<file path="src/rtl/vga_capture_pkg.sv">
// Shared 640x480@60 timing constants, widths and capture state type for the VGA
// capture/transmit pair.
package vga_capture_pkg;

    localparam int unsigned VGA_H_SYNC      = 96;
    localparam int unsigned VGA_H_BACK      = 48;
    localparam int unsigned VGA_H_ACTIVE    = 640;
    localparam int unsigned VGA_H_TOTAL     = 800;
    localparam int unsigned VGA_V_SYNC      = 2;
    localparam int unsigned VGA_V_BACK      = 33;
    localparam int unsigned VGA_V_ACTIVE    = 480;
    localparam int unsigned VGA_V_TOTAL     = 525;
    localparam int unsigned VGA_LOCK_FRAMES = 2;

    localparam int unsigned PIX_W   = 11;
    localparam int unsigned LINE_W  = 10;
    localparam int unsigned X_W     = 10;
    localparam int unsigned Y_W     = 9;
    localparam int unsigned COLOR_W = 12;
    localparam int unsigned CODE_W  = 3;
    localparam int unsigned ERR_W   = 8;

    typedef enum logic [1:0] {
        ST_SEARCH  = 2'd0,
        ST_MEASURE = 2'd1,
        ST_LOCKED  = 2'd2
    } cap_state_e;

    // Reduce RGB 4:4:4 to one bit per channel using each channel's MSB.
    function automatic logic [CODE_W-1:0] color_code(input logic [COLOR_W-1:0] rgb);
        return {rgb[11], rgb[7], rgb[3]};
    endfunction

endpackage

</file>
<file path="src/rtl/vga_capture_sync_edge.sv">
// sync_edge_detect: leading (1->0) edge detector for an active-low sync,
// advanced only on pixel strobes; history resets to idle-high.
module sync_edge_detect (
    input  logic i_clk,
    input  logic i_rst,
    input  logic i_pixel_en,
    input  logic i_sync,
    output logic o_edge_c
);

    logic sync_q;

    always_ff @(posedge i_clk) begin
        if (i_rst) begin
            sync_q <= 1'b1;
        end else if (i_pixel_en) begin
            sync_q <= i_sync;
        end
    end

    assign o_edge_c = i_pixel_en & sync_q & ~i_sync;

endmodule

</file>
<file path="src/rtl/vga_capture.sv">
// VGA timing capture: measures line/frame totals, locks after consecutive good
// frames and emits framebuffer writes for active pixels. VGA_CAPTURE_ERR_EN adds o_err_count.
module vga_capture
    import vga_capture_pkg::*;
#(
    parameter int unsigned H_SYNC      = VGA_H_SYNC,
    parameter int unsigned H_BACK      = VGA_H_BACK,
    parameter int unsigned H_ACTIVE    = VGA_H_ACTIVE,
    parameter int unsigned H_TOTAL     = VGA_H_TOTAL,
    parameter int unsigned V_SYNC      = VGA_V_SYNC,
    parameter int unsigned V_BACK      = VGA_V_BACK,
    parameter int unsigned V_ACTIVE    = VGA_V_ACTIVE,
    parameter int unsigned V_TOTAL     = VGA_V_TOTAL,
    parameter int unsigned LOCK_FRAMES = VGA_LOCK_FRAMES
) (
    input  logic               i_clk,
    input  logic               i_rst,
    input  logic               i_pixel_en,
    input  logic               i_h_sync,
    input  logic               i_v_sync,
    input  logic [COLOR_W-1:0] i_color,
    output logic [X_W-1:0]     o_coord_x,
    output logic [Y_W-1:0]     o_coord_y,
    output logic               o_wr_en,
    output logic [CODE_W-1:0]  o_wr_data,
    output logic               o_locked,
    output logic [PIX_W-1:0]   o_h_total,
    output logic [LINE_W-1:0]  o_v_total,
    output logic [ERR_W-1:0]   o_err_count
);

    localparam int unsigned GOOD_W = (LOCK_FRAMES < 2) ? 1 : $clog2(LOCK_FRAMES + 1);

    localparam logic [PIX_W-1:0]  PIX_MAX  = '1;
    localparam logic [LINE_W-1:0] LINE_MAX = '1;
    localparam logic [PIX_W-1:0]  H_TOT_L  = PIX_W'(H_TOTAL);
    localparam logic [LINE_W-1:0] V_TOT_L  = LINE_W'(V_TOTAL);
    localparam logic [PIX_W-1:0]  X_START  = PIX_W'(H_SYNC + H_BACK);
    localparam logic [PIX_W-1:0]  X_END    = PIX_W'(H_SYNC + H_BACK + H_ACTIVE);
    localparam logic [LINE_W-1:0] Y_START  = LINE_W'(V_SYNC + V_BACK);
    localparam logic [LINE_W-1:0] Y_END    = LINE_W'(V_SYNC + V_BACK + V_ACTIVE);
    localparam logic [GOOD_W-1:0] GOOD_LAST = GOOD_W'(LOCK_FRAMES - 1);

    logic h_edge_c;
    logic v_edge_c;

    sync_edge_detect u_h_edge (
        .i_clk      (i_clk),
        .i_rst      (i_rst),
        .i_pixel_en (i_pixel_en),
        .i_sync     (i_h_sync),
        .o_edge_c   (h_edge_c)
    );

    sync_edge_detect u_v_edge (
        .i_clk      (i_clk),
        .i_rst      (i_rst),
        .i_pixel_en (i_pixel_en),
        .i_sync     (i_v_sync),
        .o_edge_c   (v_edge_c)
    );

    logic [PIX_W-1:0]  pix_q;
    logic [PIX_W-1:0]  pix_d;
    logic [PIX_W-1:0]  pix_inc_c;
    logic [LINE_W-1:0] line_q;
    logic [LINE_W-1:0] line_d;
    logic [LINE_W-1:0] line_inc_c;
    logic [LINE_W-1:0] v_meas_c;
    logic              h_bad_c;
    logic              v_bad_c;
    logic              active_c;
    logic              wr_c;

    // Counter next values; a v edge coinciding with an h edge counts the line it closes.
    always_comb begin
        pix_inc_c  = (pix_q == PIX_MAX) ? pix_q : pix_q + 1'b1;
        line_inc_c = (line_q == LINE_MAX) ? line_q : line_q + 1'b1;
        v_meas_c   = h_edge_c ? line_inc_c : line_q;
        pix_d      = h_edge_c ? '0 : pix_inc_c;
        line_d     = v_edge_c ? '0 : (h_edge_c ? line_inc_c : line_q);
        h_bad_c    = h_edge_c && (pix_inc_c != H_TOT_L);
        v_bad_c    = v_edge_c && (v_meas_c != V_TOT_L);
        active_c   = (pix_d >= X_START) && (pix_d < X_END) &&
                     (line_d >= Y_START) && (line_d < Y_END);
    end

    cap_state_e        state_q;
    cap_state_e        state_d;
    logic [GOOD_W-1:0] good_q;
    logic [GOOD_W-1:0] good_d;
    logic              frame_ok_q;
    logic              frame_ok_d;
    logic              loss_c;

    always_ff @(posedge i_clk) begin
        if (i_rst) begin
            state_q    <= ST_SEARCH;
            good_q     <= '0;
            frame_ok_q <= 1'b1;
            o_locked   <= 1'b0;
        end else begin
            state_q    <= state_d;
            good_q     <= good_d;
            frame_ok_q <= frame_ok_d;
            o_locked   <= (state_d == ST_LOCKED);
        end
    end

    // Lock FSM: frame_ok accumulates per-line checks until the closing v edge.
    always_comb begin
        state_d    = state_q;
        good_d     = good_q;
        frame_ok_d = frame_ok_q;
        loss_c     = 1'b0;
        if (i_pixel_en) begin
            case (state_q)
                ST_SEARCH: begin
                    if (v_edge_c) begin
                        state_d    = ST_MEASURE;
                        good_d     = '0;
                        frame_ok_d = 1'b1;
                    end
                end
                ST_MEASURE: begin
                    if (h_bad_c) begin
                        frame_ok_d = 1'b0;
                    end
                    if (v_edge_c) begin
                        frame_ok_d = 1'b1;
                        if (frame_ok_q && !h_bad_c && !v_bad_c) begin
                            good_d = good_q + 1'b1;
                            if (good_q == GOOD_LAST) begin
                                state_d = ST_LOCKED;
                            end
                        end else begin
                            good_d = '0;
                        end
                    end
                end
                ST_LOCKED: begin
                    if (h_bad_c || v_bad_c) begin
                        state_d = ST_SEARCH;
                        loss_c  = 1'b1;
                    end
                end
                default: begin
                    state_d = ST_SEARCH;
                end
            endcase
        end
    end

    assign wr_c = i_pixel_en && (state_q == ST_LOCKED) && !h_bad_c && !v_bad_c && active_c;

    always_ff @(posedge i_clk) begin
        if (i_rst) begin
            pix_q     <= '0;
            line_q    <= '0;
            o_h_total <= '0;
            o_v_total <= '0;
            o_wr_en   <= 1'b0;
            o_coord_x <= '0;
            o_coord_y <= '0;
            o_wr_data <= '0;
        end else begin
            o_wr_en <= 1'b0;
            if (i_pixel_en) begin
                pix_q  <= pix_d;
                line_q <= line_d;
                if (h_edge_c) begin
                    o_h_total <= pix_inc_c;
                end
                if (v_edge_c) begin
                    o_v_total <= v_meas_c;
                end
                if (wr_c) begin
                    o_wr_en   <= 1'b1;
                    o_coord_x <= X_W'(pix_d - X_START);
                    o_coord_y <= Y_W'(line_d - Y_START);
                    o_wr_data <= color_code(i_color);
                end
            end
        end
    end

`ifdef VGA_CAPTURE_ERR_EN
    logic [ERR_W-1:0] err_q;

    always_ff @(posedge i_clk) begin
        if (i_rst) begin
            err_q <= '0;
        end else if (loss_c && (err_q != '1)) begin
            err_q <= err_q + 1'b1;
        end
    end

    assign o_err_count = err_q;
`else
    logic unused_loss_c;
    assign unused_loss_c = loss_c;
    assign o_err_count   = '0;
`endif

endmodule

</file>
<file path="config.mk">
export PLATFORM = sky130hd
export DESIGN_NAME = vga_capture
export DESIGN_NICKNAME = d
export VERILOG_FILES = /design/src/rtl/vga_capture_pkg.sv /design/src/rtl/vga_capture_sync_edge.sv /design/src/rtl/vga_capture.sv
export SDC_FILE = /design/constraint.sdc
export NUM_CORES = 1
export LEC_CHECK = 0
export CORE_MARGIN = 2
export CORE_UTILIZATION = 45
export CTS_CLUSTER_SIZE = 10
export DETAILED_ROUTE_END_ITERATION = 10
export GPL_ROUTABILITY_DRIVEN = 0
export MAX_ROUTING_LAYER = met4
export PLACE_DENSITY = 0.69
export SLEW_MARGIN = 20
export SYNTH_ARGS = -nofsm -noshare
export SYNTH_HDL_FRONTEND = slang
export SYNTH_HIERARCHICAL = 1
export SYNTH_SLANG_ARGS = --single-unit
</file>
<file path="constraint.sdc">
create_clock -name i_clk -period 4.3 [get_ports i_clk]
set_clock_uncertainty 0.05 [all_clocks]
set_input_delay 0.43 -clock i_clk [delete_from_list [all_inputs] [get_ports i_clk]]
set_output_delay 0.43 -clock i_clk [all_outputs]
set_load 0.005 [all_outputs]
</file>
==> results of run 1 <==
## cell usage in the layout (no fill, tap or decap), drive strengths merged, types with 3 or more instances in the layout
cell / n
o22ai: 4
dfxtp: 73
a31o: 4
o41ai: 6
xor2: 6
nand4b: 4
and2: 7
o311ai: 8
and4: 4
inv: 12
clkdlybuf4s50: 51
conb: 8
o21a: 3
a211o: 5
nor2b: 6
xnor2: 7
and3: 3
mux2i: 21
buf: 12
o21ai: 10
o31ai: 7
nor2: 67
nand2: 26
nand4: 15
nor3: 11
or3: 4
nor4b: 3
clkbuf: 10
nor4: 6
a211oi: 21
a31oi: 14
nand3: 14
ha: 6
a21oi: 30
## cell usage after synthesis (6+ instances only)
| master | count |
|---|---|
| a211oi_1 | 18 |
| a21oi_1 | 29 |
| a31oi_1 | 14 |
| and2_1 | 7 |
| buf_2 | 14 |
| buf_4 | 9 |
| clkbuf_1 | 19 |
| dfxtp_1 | 73 |
| ha_1 | 6 |
| inv_1 | 12 |
| mux2i_1 | 21 |
| nand2_1 | 25 |
| nand3_1 | 14 |
| nand4_1 | 12 |
| nor2_1 | 67 |
| nor2b_1 | 6 |
| nor3_1 | 9 |
| o21ai_0 | 8 |
| o311ai_1 | 7 |
| o31ai_1 | 6 |
| o41ai_1 | 6 |
| xnor2_1 | 7 |
| xor2_1 | 6 |
## metrics by stage
stage	total power [mW]	worst slack (ps)	instances
after floorplan	0.774	1200	501
after global placement	0.802	358	630
after detailed placement	0.804	245	630
after CTS	1.40	330	645
after global routing	1.44	200	645
final	1.39	451	645
## worst max-delay path, cell delays in order (launching register included)
cell,delay (ps)
dfxtp_1,540
ha_1,400
inv_1,140
o31ai_4,400
mux2i_1,290
nor2_1,100
ha_1,230
nand4b_1,240
and4bb_2,350
o21a_2,290
nand3_1,320
o41ai_1,390
## worst min path at each step
| stage | startpoint | slack (ps) | cells after the start | endpoint |
|---|---|---|---|---|
| after floorplan | frame_ok_q | 380 | 1 | frame_ok_q |
| after global placement | frame_ok_q | 390 | 1 | frame_ok_q |
| after detailed placement | frame_ok_q | 400 | 1 | frame_ok_q |
| after CTS | o_h_total[8] | 420 | 2 | o_h_total[8] |
| after global routing | o_h_total[9] | 440 | 2 | o_h_total[9] |
| final | frame_ok_q | 410 | 1 | frame_ok_q |
## power by group
| part | switching, mW | total (mW) | internal, mW |
|---|---|---|---|
| logic | 0.0593 | 0.0975 | 0.0383 |
| registers | 0.00816 | 0.692 | 0.684 |
| clock network | 0.262 | 0.600 | 0.338 |
## cell type report
type | instances | area, µm² | area share, %
Inverter | 12 | 45.0 | 0.919
Timing Repair Buffer | 63 | 598 | 12.2
Tap cell | 111 | 139 | 2.83
Clock buffer | 10 | 138 | 2.81
Sequential cell | 73 | 1460 | 29.8
Multi-Input combinational cell | 371 | 2440 | 49.8
Clock inverter | 5 | 80.1 | 1.63
## flip-flops by register name, indices dropped and copies added (netlist names)
signal           count
o_h_total           11
o_locked             1
o_coord_y            9
pix_q               11
state_q              2
o_wr_en              1
o_coord_x           10
frame_ok_q           1
u_v_edge/sync_q      1
o_v_total           10
o_wr_data            3
u_h_edge/sync_q      1
good_q               2
line_q              10
## logic make-up after synthesis
kind of cell,after synthesis,synth area share [%]
other,1,0.0905
buffers and inverters,57,6.40
adders and majority gates,6,1.81
DFF,73,35.3
xor gates and xnor gates,13,2.75
muxes,22,5.44
and+or+nand+nor,183,23.5
AOI/OAI and AO/OA,139,24.7
## layer usage
metal,vias up,global-route usage (%)
li1,1901,-
met1,1874,32.4
met2,133,34.5
met3,22,4.60
met4,0,7.69
met5,-,-
## repair_timing
item,in CTS,in global routing
gates resized for setup,0,1
endpoints found under the setup margin,0,1
hold buffers,0,0
setup buffers,0,0
==> run_results.csv, run 1 <==
group,metric,value,unit
logic_synthesis,avgSynthCellArea,8.38,µm²
placed_design,hpwlAfterDp,7730,µm
outcome,status,"finished, final reports clean",
critical_path,cp-end-kind,"flip-flop",
placed_design,port_buffers,52,
cts,cts.sinks,73,
final_layout,num-nets-final,553,
floorplan,die-height,99.9,µm
grt,grt_pass1_wl,18200,µm
logic_synthesis,ys.flop_type,"dfxtp_1",
critical_path,cp-start-kind,"flip-flop",
critical_path,cp.required,4500,ps
grt,grt_max_degree,40,
routing,first_pass_iters,5,
routing,drc,0,
floorplan,core_area,9060,µm²
timing,fin_hold_ws,412,ps
timing,hold_violations,0,
flow_run,drv_cap,0,
timing,setup_viol,0,
logic_synthesis,synth_edf_count,0,
cts,cts_max_level,3,
pwr,leakagePower,1.77,nW
critical_path,r2r_end,"o_coord_x[7]",
timing,slew-limit-headroom,52.0,%
final_layout,fin_util,54.1,%
routing,wl_met2,5030,µm
final_layout,final_area,4900,µm²
routing,vias,3930,
cts,root_buffer,"clkbuf_8",
logic_synthesis,yosys_warnings,6,
routing,met1_length,5280,µm
logic_synthesis,syn-cell-area,4140,µm²
timing,drv_slew,0,
routing,drt-total-wl,11100,µm
floorplan,fp.dieArea,9990,µm²
placed_design,place_area,4680,µm²
routing,postRouteAntennaNets,0,
routing,routed_via_density,6.09,
routing,drt-wirelength-per-cell,17.2,µm
logic_synthesis,synth.largest_area_cell,"dfxtp_1",
floorplan,num_rows,35,
logic_synthesis,yosysSeqAreaShare,35.3,%
critical_path,worstSetupPathType,"flip-flop to flip-flop",
min_path,hold_path.class,"flip-flop to flip-flop",
critical_path,reg2regPathDepth,11,
cts,clk_latency,360,ps
timing,worst_slew_pin_slew,720,ps
floorplan,start_util,45.7,%
cts,cts_tree,"built",
logic_synthesis,yosys.area.top_type_share,35.3,%
logic_synthesis,ys_ff_latch,73,
critical_path,startpoint,"line_q[0]",
logic_synthesis,synth_cells,494,
timing,rsz0062_at_grt,"false",
timing,fmaxAchievable,260,MHz
cts,numCtsBuffers,9,
grt,grt-ovfl-total,0,
timing,tns,0,ps
critical_path,cp.arrival,4050,ps
timing,period_minus_slack,3850,ps
routing,route.met3.wl,623,µm
routing,initialDrtViolationCount,191,
critical_path,path_max_fanout,12,
critical_path,timing.rr.start,"line_q[0]",
final_layout,syn_to_final_growth,18.4,%
grt,track_usage,23.4,%
critical_path,crit_end,"o_coord_x[7]",
final_layout,drive_gt1_share,9.74,%
cts,clockBufferDepth,2,
critical_path,r2r_slack,450,ps
final_layout,n_antenna_cell,0,
cts,clkTransAtPathRegs,80,ps
pwr,power_density,283,nW/µm²
timing,period_share,89.5,%
logic_synthesis,async_flop_share,0,%
grt,grt_antenna_before_repair,0,
grt,grt_pass1_vias,3621,
floorplan,die_x,99.9,µm
final_layout,fillers,856,
floorplan,ios,70,
pwr,irDropWorstVdd,0.168,mV
routing,routed.top_layer,"met4",
logic_synthesis,ys_top_cells_by_area,"dfxtp_1 (35%), nor2_1 (6.1%), mux2i_1 (5.1%), a21oi_1 (3.5%), a211oi_1 (3.3%)",
logic_synthesis,synth_cell_types,75,
Power figures use the tool's default switching activity.
==> run 2: changes to the inputs <==
- CORE_UTILIZATION: 45 -> 48
- PLACE_DENSITY: 0.69 -> 0.76
- clock period: 4.3 -> 3.2 ns (I/O delays scaled with it)
==> run 2 against run 1 <==
Net effect: sequential power is 34% higher; critical path depth is 1 higher; utilization is 10 points higher; via count is 9.2% higher; fmax is 24% higher; worst setup slack worse by 350 ps; first-iteration DRC count is 100% higher; register-to-register slack worse by 350 ps; critical endpoint is now o_coord_x[3].
==> run_results.csv, run 2 (same netlist as run 1, synthesis figures left out) <==
group,metric,value,unit
outcome,status,"finished, final reports clean",
routing,postRouteAntennaNets,0,
timing,rsz0062_at_grt,"true",
grt,grt_antenna_before_repair,0,
pwr,power_density,373,nW/µm²
final_layout,fillers,682,
cts,clk_latency,350,ps
min_path,hold_path.class,"flip-flop to flip-flop",
routing,drt-wirelength-per-cell,17.4,µm
grt,grt_max_degree,41,
pwr,leakagePower,2.04,nW
pwr,p_comb_share,7.5,%
routing,first_pass_iters,6,
cts,numCtsBuffers,9,
floorplan,ios,70,
pwr,swShare,23.9,%
critical_path,cp.required,3370,ps
timing,fin_hold_ws,411,ps
cts,clkTransAtPathRegs,80,ps
final_layout,num-nets-final,604,
cts,clockBufferDepth,2,
grt,grtUsageMet2,39.4,%
floorplan,num_rows,33,
final_layout,final_common_cell,"dfxtp_1",
final_layout,n_antenna_cell,0,
routing,vias,4292,
cts,root_buffer,"clkbuf_8",
final_layout,multi_input_area,2450,µm²
final_layout,regArea,1460,µm²
final_layout,fin_util,64.1,%
grt,gr-usage-met1,33.8,%
critical_path,crit_top_cell,"ha_1",
timing,setup_viol,0,
routing,drc,0,
final_layout,largest_registers,"o_h_total: 11 flops, pix_q: 11 flops",
grt,grt_busiest_layer,"met2",
grt,use_met3,4.77,%
critical_path,worst_path_max_delay_cell,"and4bb_2",
timing,period_minus_slack,3100,ps
cts,cts_tree,"built",
timing,fmaxAchievable,323,MHz
timing,period_share,96.8,%
floorplan,start_util,49.9,%
cts,cts.sinks,73,
grt,grt-ovfl-total,0,
timing,slew-limit-headroom,52.0,%
critical_path,cp.arrival,3270,ps
critical_path,worstSetupPathType,"flip-flop to flip-flop",
cts,hold_buffers,0,
floorplan,core_area,8300,µm²
placed_design,port_buffers,52,
flow_run,drv_cap,0,
grt,grt_pass1_vias,4004,
routing,routed_via_density,6.21,
critical_path,cp-end-kind,"flip-flop",
timing,hold_violations,0,
cts,cts_max_level,3,
pwr,power_frac_clock,45.8,%
timing,tns,0,ps
final_layout,drive_gt1_share,17.9,%
critical_path,path_max_fanout,7,
placed_design,hpwlAfterDp,8370,µm
routing,initialDrtViolationCount,382,
floorplan,die-height,96.9,µm
routing,drt-total-wl,12000,µm
critical_path,cp-start-kind,"flip-flop",
pwr,seqPwrFrac,46.7,%
timing,worst_slew_pin_slew,720,ps
final_layout,layout_common_cells,"dfxtp_1 (73), nor2_1 (67), buf_4 (62), clkdlybuf4s50_1 (51), a21oi_1 (29)",
floorplan,die_x,96.9,µm
critical_path,critPathMaxStageDelay,360,ps
grt,grt_pass1_wl,19300,µm
floorplan,fp.dieArea,9390,µm²
pwr,irDropWorstVdd,0.211,mV
grt,track_usage,25.6,%
critical_path,cp_cell_sequence,"ha_1 > inv_1 > o31ai_4 > mux2i_1 > nor2_1 > ha_1 > nand4b_1 > and4bb_2 > o21ai_2 > buf_4 > o311ai_1 > o41ai_1",
pwr,cell_internal_pwr,1.51,mW
pwr,total_switching_power,474,µW
final_layout,syn_to_final_growth,28.4,%
timing,drv_slew,0,
[run 2: worst paths after layout]
| kind | depth (start not counted) | startpoint | endpoint | slack [ps] |
|---|---|---|---|---|
| hold reg to reg | 1 | frame_ok_q | frame_ok_q | 410 |
| hold / removal | 1 | frame_ok_q | frame_ok_q | 410 |
| setup reg to reg | 12 | line_q[0] | o_coord_x[3] | 100 |
| setup / recovery | 12 | line_q[0] | o_coord_x[3] | 100 |
[run 2: cell type report]
class | instances | share of cell area (%)
multi-input cells | 371 | 46.0
flip-flops and latches | 73 | 27.5
repair buffers | 114 | 18.4
well taps | 105 | 2.47
clock inverters | 7 | 2.40
clock buffers | 9 | 2.33
inverters | 12 | 0.847
[run 2: per-layer routing]
metal	up-vias	routed length (µm)
met5	-	0
met4	0	284
met3	31	1000
met2	238	5390
met1	2021	5370
li1	2002	-
[run 2: power by group through the flow]
stage               logic (mW)  clock network, mW  registers [mW]
floorplan               0.0942                  0           0.946
global placement         0.143                  0           0.946
detailed placement       0.146                  0           0.946
CTS                      0.147              0.916           0.925
global route             0.161              0.955           0.927
finish                   0.149              0.908           0.925
[run 2: worst max-delay path, delay by kind of cell (launching register included)]
family | cells | cell delay (ps)
adder cells (fa/ha/maj) | 2 | 430
flip-flops | 1 | 350
AO/OA/AOI/OAI | 4 | 840
AND/OR/NAND/NOR | 3 | 690
multiplexers | 1 | 270
buffers and inverters | 2 | 330
[run 2: metrics by stage]
stage	setup WS, ps	area [µm²]	power [mW]	std cells
2_1_floorplan	96.9	4170	1.04	501
3_3_place_gp	-72.0	5040	1.09	673
3_5_place_dp	-103	5040	1.09	673
4_1_cts	6.29	5300	1.99	689
5_1_grt	-42.1	5320	2.04	691
6_report	101	5320	1.98	691
[run 2: timing repair]
item	CTS	global route
gates resized for setup	0	2
setup buffers	0	2
setup endpoints to repair	2	22
pin swaps	1	1
